==> config.mk <==
export PLATFORM = sky130hd
export DESIGN_NAME = exp_row_align
export DESIGN_NICKNAME = d
export VERILOG_FILES = /design/src/rtl/exp_row_align.sv
export SDC_FILE = /design/constraint.sdc
export NUM_CORES = 1
export LEC_CHECK = 0
export CORE_MARGIN = 5
export CORE_UTILIZATION = 29
export CTS_BUF_LIST = sky130_fd_sc_hd__clkbuf_2 sky130_fd_sc_hd__clkbuf_4 sky130_fd_sc_hd__clkbuf_8
export DETAILED_ROUTE_END_ITERATION = 7
export RECOVER_POWER = 100
export SYNTH_ARGS = -nofsm -noshare
export SYNTH_HDL_FRONTEND = slang
export SYNTH_SLANG_ARGS = --single-unit
==> constraint.sdc <==
create_clock -name clk -period 30.4 [get_ports clk]
set_clock_uncertainty 0.15 [all_clocks]
set_input_delay 3.04 -clock clk [delete_from_list [all_inputs] [get_ports clk]]
set_output_delay 3.04 -clock clk [all_outputs]
set_load 0.005 [all_outputs]
==> src/rtl/exp_row_align.sv <==
// -----------------------------------------------------------------------------
// exp_row_align
//
// Two-stage exponent alignment pipeline for one row of a block floating-point
// cross product.
//
// Stage 1 captures the raw exponents of a row and its maximum non-zero exponent.
// Stage 2 turns that into per-element right-shift amounts, a zero-exponent mask
// and a row index within the current tile.
//
// Both stages use valid/ready handshaking. A stage may load while its current
// row leaves in the same cycle, so throughput is one row per clock.
//
// Parameters
//   ROW_LEN  : exponents per row
//   FP_EXP_W : raw exponent width
//   SHIFT_W  : shift width; shifts saturate at 2^SHIFT_W-1
//
// Ports
//   clk           : clock; all state updates on the rising edge
//   rstn          : synchronous active-low reset
//   in_valid      : input row valid
//   in_ready      : block accepts an input row this cycle
//   in_exp        : raw exponents; element k at [(k+1)*FP_EXP_W-1 -: FP_EXP_W]
//   in_last       : last row of a tile
//   out_valid     : output row valid
//   out_ready     : downstream accepts the output row
//   out_max_exp   : row maximum raw exponent (0 for an all-zero row)
//   out_shift     : per-element right-shift amounts, packed like in_exp
//   out_zero_mask : bit k set when element k has raw exponent 0
//   out_last      : in_last carried with its row
//   out_row_idx   : row index within the current tile; wraps 255 -> 0
//   sat_cnt       : only with EXP_ALIGN_STATS_EN. Saturating count of non-zero
//                   elements whose shift was clamped.
//
// Configuration macro: EXP_ALIGN_STATS_EN enables the sat_cnt statistics port.
// -----------------------------------------------------------------------------
module exp_row_align #(
  parameter int ROW_LEN  = 16,
  parameter int FP_EXP_W = 8,
  parameter int SHIFT_W  = 5
) (
  input  logic                        clk,
  input  logic                        rstn,
  input  logic                        in_valid,
  output logic                        in_ready,
  input  logic [FP_EXP_W*ROW_LEN-1:0] in_exp,
  input  logic                        in_last,
  output logic                        out_valid,
  input  logic                        out_ready,
  output logic [FP_EXP_W-1:0]         out_max_exp,
  output logic [SHIFT_W*ROW_LEN-1:0]  out_shift,
  output logic [ROW_LEN-1:0]          out_zero_mask,
  output logic                        out_last,
  output logic [7:0]                  out_row_idx
`ifdef EXP_ALIGN_STATS_EN
  ,
  output logic [15:0]                 sat_cnt
`endif
);

  // Difference width: wide enough for both exponent and shift ranges, plus a
  // spare bit, so the saturation compare never truncates.
  localparam int DW = ((FP_EXP_W > SHIFT_W) ? FP_EXP_W : SHIFT_W) + 1;
  localparam logic [SHIFT_W-1:0] SHIFT_MAX = {SHIFT_W{1'b1}};

  // Width of a per-row count of saturated elements (0..ROW_LEN).
  localparam int CW = $clog2(ROW_LEN + 1);

  // ---------------------------------------------------------------------------
  // Helper functions
  // ---------------------------------------------------------------------------

  // Distance from the row maximum; never negative because mx >= e.
  function automatic logic [DW-1:0] exp_diff(input logic [FP_EXP_W-1:0] mx,
                                             input logic [FP_EXP_W-1:0] e);
    return DW'(mx) - DW'(e);
  endfunction

  // True when a non-zero element's shift would exceed the cap.
  function automatic logic is_sat(input logic [FP_EXP_W-1:0] mx,
                                  input logic [FP_EXP_W-1:0] e);
    logic res;
    if (e == {FP_EXP_W{1'b0}}) begin
      res = 1'b0;
    end else begin
      res = (exp_diff(mx, e) > DW'(SHIFT_MAX));
    end
    return res;
  endfunction

  // A zero exponent is pushed fully out of range; a non-zero exponent is
  // shifted by its distance to the maximum, clamped to SHIFT_MAX.
  function automatic logic [SHIFT_W-1:0] calc_shift(input logic [FP_EXP_W-1:0] mx,
                                                    input logic [FP_EXP_W-1:0] e);
    logic [SHIFT_W-1:0] res;
    if (e == {FP_EXP_W{1'b0}}) begin
      res = SHIFT_MAX;
    end else if (is_sat(mx, e)) begin
      res = SHIFT_MAX;
    end else begin
      res = SHIFT_W'(exp_diff(mx, e));
    end
    return res;
  endfunction

  // ---------------------------------------------------------------------------
  // Stage registers and handshake control
  // ---------------------------------------------------------------------------
  logic                        s1_valid_r;
  logic [FP_EXP_W*ROW_LEN-1:0] s1_exp_r;
  logic                        s1_last_r;
  logic [FP_EXP_W-1:0]         s1_max_r;

  // Index that the next row entering stage 2 will carry.
  logic [7:0]                  row_idx_next_r;

  logic                        s2_load_ok_s;
  logic                        s1_adv_s;
  logic [FP_EXP_W-1:0]         row_max_s;
  logic [SHIFT_W*ROW_LEN-1:0]  shift_s;
  logic [ROW_LEN-1:0]          zmask_s;

  // Stage 2 can take a row when it is empty or its row leaves this cycle.
  // Stage 1 can then pass its row on, and so it can accept a new input row.
  assign s2_load_ok_s = !out_valid || out_ready;
  assign s1_adv_s     = s1_valid_r && s2_load_ok_s;
  assign in_ready     = !s1_valid_r || s1_adv_s;

  // Row maximum of the incoming exponents. Zero elements cannot raise the
  // maximum, so an all-zero row yields 0.
  always_comb begin
    row_max_s = {FP_EXP_W{1'b0}};
    for (int k = 0; k < ROW_LEN; k++) begin
      if (in_exp[(k+1)*FP_EXP_W-1 -: FP_EXP_W] > row_max_s) begin
        row_max_s = in_exp[(k+1)*FP_EXP_W-1 -: FP_EXP_W];
      end else begin
        row_max_s = row_max_s;
      end
    end
  end

  // Per-element shift amounts and zero mask for the row held in stage 1.
  always_comb begin
    shift_s = {(SHIFT_W*ROW_LEN){1'b0}};
    zmask_s = {ROW_LEN{1'b0}};
    for (int k = 0; k < ROW_LEN; k++) begin
      shift_s[(k+1)*SHIFT_W-1 -: SHIFT_W] =
        calc_shift(s1_max_r, s1_exp_r[(k+1)*FP_EXP_W-1 -: FP_EXP_W]);
      zmask_s[k] = (s1_exp_r[(k+1)*FP_EXP_W-1 -: FP_EXP_W] == {FP_EXP_W{1'b0}});
    end
  end

  // Stage 1: capture an accepted input row together with its maximum.
  always_ff @(posedge clk) begin
    if (!rstn) begin
      s1_valid_r <= 1'b0;
      s1_exp_r   <= {(FP_EXP_W*ROW_LEN){1'b0}};
      s1_last_r  <= 1'b0;
      s1_max_r   <= {FP_EXP_W{1'b0}};
    end else if (in_ready) begin
      s1_valid_r <= in_valid;
      if (in_valid) begin
        s1_exp_r  <= in_exp;
        s1_last_r <= in_last;
        s1_max_r  <= row_max_s;
      end
    end
  end

`ifdef EXP_ALIGN_STATS_EN
  logic [CW-1:0] sat_row_s;
  logic [CW-1:0] s2_sat_r;
  logic [16:0]   sat_sum_s;

  // Number of saturated non-zero elements in the stage-1 row.
  always_comb begin
    sat_row_s = {CW{1'b0}};
    for (int k = 0; k < ROW_LEN; k++) begin
      if (is_sat(s1_max_r, s1_exp_r[(k+1)*FP_EXP_W-1 -: FP_EXP_W])) begin
        sat_row_s = sat_row_s + CW'(1);
      end else begin
        sat_row_s = sat_row_s;
      end
    end
  end

  // Running total plus the departing row's count. The extra bit detects
  // overflow so the counter can stick at 0xFFFF.
  assign sat_sum_s = {1'b0, sat_cnt} + 17'(s2_sat_r);

  // Carry the per-row saturation count alongside the row in stage 2.
  always_ff @(posedge clk) begin
    if (!rstn) begin
      s2_sat_r <= {CW{1'b0}};
    end else if (s2_load_ok_s && s1_valid_r) begin
      s2_sat_r <= sat_row_s;
    end
  end

  // Add each departing row's count, saturating at 0xFFFF.
  always_ff @(posedge clk) begin
    if (!rstn) begin
      sat_cnt <= 16'h0000;
    end else if (out_valid && out_ready) begin
      if (sat_sum_s[16]) begin
        sat_cnt <= 16'hFFFF;
      end else begin
        sat_cnt <= sat_sum_s[15:0];
      end
    end
  end
`endif

  // Stage 2: the output registers. A row is loaded only when the slot frees,
  // so held outputs stay stable while downstream stalls. The row index is
  // fixed when a row enters stage 2. Rows leave in order, so that index equals
  // the number of outputs since the last tile end.
  always_ff @(posedge clk) begin
    if (!rstn) begin
      out_valid      <= 1'b0;
      out_max_exp    <= {FP_EXP_W{1'b0}};
      out_shift      <= {(SHIFT_W*ROW_LEN){1'b0}};
      out_zero_mask  <= {ROW_LEN{1'b0}};
      out_last       <= 1'b0;
      out_row_idx    <= 8'd0;
      row_idx_next_r <= 8'd0;
    end else if (s2_load_ok_s) begin
      out_valid <= s1_valid_r;
      if (s1_valid_r) begin
        out_max_exp   <= s1_max_r;
        out_shift     <= shift_s;
        out_zero_mask <= zmask_s;
        out_last      <= s1_last_r;
        out_row_idx   <= row_idx_next_r;
        if (s1_last_r) begin
          row_idx_next_r <= 8'd0;
        end else begin
          row_idx_next_r <= row_idx_next_r + 8'd1;
        end
      end
    end
  end

endmodule
**Word-level counts from Yosys, hierarchy flattened**

Cells that the tools add are included.

- Bits in registers: 260
- Input bits: 133
- Output and inout port bits: 115
- Logic and storage cells: 148

- $add $sub $neg: 17
- Order comparisons: 32
- Muxes and demuxes: 65
- Reduce and logical (&&, ||, !) cells: 23

Operator list:

| cell | count |
|---|---|
| $mux W5 | 32 |
| $gt A9 B5 Y1 const B | 16 |
| $sub A8 B8 Y9 | 16 |
| $mux W8 | 17 |
| $logic_not A8 Y1 | 16 |
| $gt A8 B8 Y1 | 15 |
| $mux W1 | 16 |
| $add A8 B1 Y8 const B | 1 |
| $gt A8 B1 Y1 const B | 1 |
| $reduce_and A2 Y1 | 2 |
| $logic_not A1 Y1 | 2 |
| $logic_or A1 B1 Y1 | 2 |
| $logic_and A1 B1 Y1 | 1 |

**Longest topological paths before layout**

- Word-level depth: 32
- Mapped depth: 171
- Mapped depth without buffers: 160

**Least setup slack after synthesis**

OpenSTA, ideal clock, no wires.

- Path kind: input to register
- Start: input in_exp[1]
- End: register s1_max_r[1]
- Arrival: 30,893 ps
- Required time: 30,182 ps
- Setup slack: -711 ps
- Cell stages on the path: 166
- Path buffers: 11
- Cells stage by stage: inv_1 -> ha_1 -> nor2b_1 -> o211ai_1 -> a211oi_1 -> nor2_2 -> mux2i_1 -> ha_1 -> a211oi_2 -> nor2_1 -> o311ai_0 -> clkbuf_1 -> o21ai_0 -> ha_1 -> a21oi_1 -> o21a_1 -> a32oi_1 -> a21oi_1 -> [130 not listed] -> a211oi_1 -> buf_2 -> buf_2 -> nor2_1 -> a31oi_1 -> ha_1 -> nor2b_1 -> o21a_1 -> o21ai_0 -> nand2b_1 -> a21oi_1 -> o21ai_0 -> o21ai_0 -> clkbuf_1 -> nor2_1 -> a211oi_1 -> a21oi_1 -> nor2b_1

- Longest elaborated chain between the ends: 32

RTL lines:

| item | RTL line | RTL |
|---|---|---|
| start, declared | 47 | `input logic [FP_EXP_W*ROW_LEN-1:0] in_exp,` |
| $gt A8 B1 Y1 | 135 | `if (in_exp[(k+1)*FP_EXP_W-1 -: FP_EXP_W] > row_max_s) begin` |
| $mux W8 * | 135 |  |
| $gt A8 B8 Y1 | 135 |  |
| $mux W8 * | 135 |  |
| $gt A8 B8 Y1 | 135 |  |
| $mux W8 * | 135 |  |
| $gt A8 B8 Y1 | 135 |  |
| $mux W8 * | 135 |  |
| [16 not listed] | - |  |
| $gt A8 B8 Y1 | 135 |  |
| $mux W8 * | 135 |  |
| $gt A8 B8 Y1 | 135 |  |
| $mux W8 * | 135 |  |
| $gt A8 B8 Y1 | 135 |  |
| $mux W8 * | 135 |  |
| $gt A8 B8 Y1 | 135 |  |
| $mux W8 * | 135 |  |
| end signal, assigned | 160 | `s1_max_r <= {FP_EXP_W{1'b0}};` |
| end signal, assigned | 166 | `s1_max_r <= row_max_s;` |
| end, declared | 113 | `logic [FP_EXP_W-1:0] s1_max_r;` |

Every way passes the cells marked *; elsewhere a longest branch is shown, timed or not.
A chain may end at the register's enable or synchronous reset.

**Worst setup path after layout**

- Start: input in_exp[5]
- End: register s1_max_r[3]

Same word-level chain as after synthesis.

==> summary.md <==
| Metric | Value |
|---|---|
| Setup CP Type | input pin to flip-flop |
| Final setup vio count | 0 |
| Filler cells | approximately 6.8k |
| Period Utilization, post-route | 95.6% |
| Slowest stage delay, CP | just under 0.5 ns |
| Failing checks | max-capacitance violations, max-slew violations |
| Largest net degree at the start of global routing | 155 |
| Num CTS Buffers | 47 |
| Initial Utilization | 29.2% |
| YS warnings | 0 |
| Syn Inst Count | between 2k and 2.5k |
| Number of global-route vias before repair | ~17k |
| Total Routing Usage GR | ~18% |
| Area contributors post-synth | dfxtp_1, ha_1, nand2_1, a21boi_0, inv_1 |
| CTS HTree Levels | 2 |
| Crit path max fanout | 8 |
| Slew @ Worst Pin | between 3 and 4 ns |
| Crit-path slowest cell | clkdlybuf4s50_1 |
| Largest area contributor in the netlist | dfxtp_1 |
| Finished Cell Area | 0.0252 mm^2 |
| Final Slew Violations | between 300 and 400 |
| Max Cap Viol | 6 |
| Seq/Total Area, Yosys | 27.2% |
| Global-route wire length before repair | between 90,000 and 100,000 um |
| Core Region | between 0.06 and 0.07 mm^2 |
| GRT overflow | 0 |
| Vias after detailed routing | around 18k |
| Asr flop ratio synth | 0% |
| Crit path time final | between 20 and 30 ns |
| Crit start category | input pin |
| DRT antenna net count | 0 |
| FP Rows | 94 |
| Area of the multi-input gates | 0.0133 mm^2 |
| Via density | between 5 and 6 |
| Drt wl/cell | 18.0 um |
| Share of layout cells above drive strength 1 | approximately 14% |
| Layout area overhead | 31.6% |
| # nets final | between 3k and 4k |
| Placed cell areas | 0.0232 mm^2 |
| 1st-pass router iterations | 7 |
| Status | complete, but fails checks |
| Initial antenna violation count | 1 |
| Root Driver | clkbuf_8 |
| FF/Latch Area | roughly 0.0052 mm^2 |
| HP Class | flip-flop to flip-flop |
| Worst-Skew Late Latency | approximately 0.61 ns |
| Height of the die | roughly 270 um |
| DP HPWL | 49,400 um |
| Min Hold Slack | 0.311 ns |
| Iter 0 DRT Violations | about 1.1k |
| Predominant post-synthesis flop cell | dfxtp_1 |
| Syn Area/Cell | 7.92 um^2 |
| PortBufs | 247 |
| Setup crit end kind | flip-flop |
| CTS tree | done |
| Max Root-Sink Buffers | 3 |
| Critical Path RT | 30.78 ns |
| TritonCTS Sinks | 260 |
| Rel. slew slack | -128% |
| Synth cell types | around 90 |
| Mapped Area | ~0.019 mm^2 |
| Die area | ~0.07 mm^2 |
| Die X | between 200 and 300 um |
| Arr. time, crit path | about 30 ns |
| Drt total wl | around 66,000 um |
| EDFF count, synth | 0 |
| Area share of the largest cell type after synthesis | 27.2% |
| Max Freq | roughly 0.034 GHz |
| IO Pins | ~250 |
| # DRC | 0 |
| Worst-path clk slew | about 0.060 ns |
| Critical path's most frequent cell | ha_1 |
| Synth Net Count | roughly 2.8k |
| Synth Register Bits | 260 |
| Final Hold Viols | 0 |
| Fin util | a little under two fifths |
| Placer Congestion | approximately 0.96 |
## routing by layer
metal | global-route usage [%] | share of wire (%)
met5 | 0 | 0
met4 | 5.79 | 3.4
met3 | 3.35 | 6.1
met2 | 27.7 | 44
met1 | 24.1 | 46
## through the flow
step / TNS, ns / worst slack, ns / instances
floorplan: 0 / 0.0114 / 2418
global placement: -2.15 / -0.334 / 3550
detailed placement: -6.81 / -0.919 / 3550
CTS: 0 / 0.0519 / 3634
global route: -2.74 / -0.407 / 3679
finish: 0 / 1.33 / 3679
## cell families after synthesis
kind of cell             share of synthesized area, %
AO/OA/AOI/OAI                                    27.7
XOR/XNOR                                         2.88
adder cells (fa/ha/maj)                          16.8
buffers and inverters                            6.50
flip-flops                                       27.2
multiplexers                                     3.31
AND/OR/NAND/NOR                                  15.7
## registers in the layout (all words and copies together) (netlist names), 8 cells and up
| name | count |
|---|---|
| row_idx_next_r | 8 |
| s1_exp_r | 128 |
| out_shift | 80 |
| out_zero_mask | 16 |
| out_max_exp | 8 |
| s1_max_r | 8 |
| out_row_idx | 8 |
## path summary, 6_finish.rpt
check / start / endpoint / slack [ns] / cells after the start
hold reg to reg: out_row_idx[3] / out_row_idx[3] / 0.31 / 2
setup / recovery: in_exp[5] / s1_max_r[3] / 1.33 / 160
setup reg to reg: out_valid / s1_max_r[1] / 24.61 / 7
hold / removal: out_row_idx[3] / out_row_idx[3] / 0.31 / 2
## layout make-up
cell class,instances,share of cell area [%]
antenna,1,0.00993
clock buffer,71,3.53
sequential,260,20.7
multi-input combinational,1831,52.9
inverter,240,3.59
clock inverter,12,0.561
tap,864,4.29
timing repair buffer,400,14.4
## cells in the final DEF (no fill, tap or decap), drive strengths merged, types with 85 or more instances in the layout
cell	synthesis	routed
inv	240	241
o21ai	174	174
dlygate4sd3	0	116
clkdlybuf4s50	0	128
ha	227	227
dfxtp	260	260
a21o	85	85
buf	12	149
a21boi	151	151
a21oi	178	178
nand2	385	385
## cell usage after synthesis (6+ instances only)
master and count:
nand2_1 385, ha_1 227, fa_1 16, a22o_1 10, o31ai_1 12, o211ai_1 26
and3_1 6, nor2b_1 19, nor2_1 73, clkbuf_1 76, dfxtp_1 260, o21a_1 34
xnor2_1 49, o211a_1 10, mux2_2 22, a31oi_1 23, nand3_1 46, a21boi_0 149
or3_1 13, nor4_1 35, a211oi_1 9, o22ai_1 8, o21bai_1 8, nand2b_1 14
mux2i_1 37, a21oi_1 177, inv_1 240, and2_1 11, o21ai_0 169, nor3_1 18
a21o_1 85, buf_1 6, xor2_1 14, o221a_2 17, nand4_1 16
## worst max-delay path: cells and delay by family
family,cells,cell delay [ns]
compound gates,71,10.47
simple gates,46,6.68
fa+ha+maj,16,4.49
buf+inv,21,2.86
mux,6,1.86
## what timing repair did
item | CTS | global route
pin swaps | 1 | 60
setup buffers | 1 | 40
endpoints found under the setup margin | 8 | 8
resized for setup | 9 | 148
hold buffers | 0 | 0
cloned | 0 | 4
Power is not shown: default switching activity piles up to over one toggle a cycle in this logic, so the estimate is an artifact.
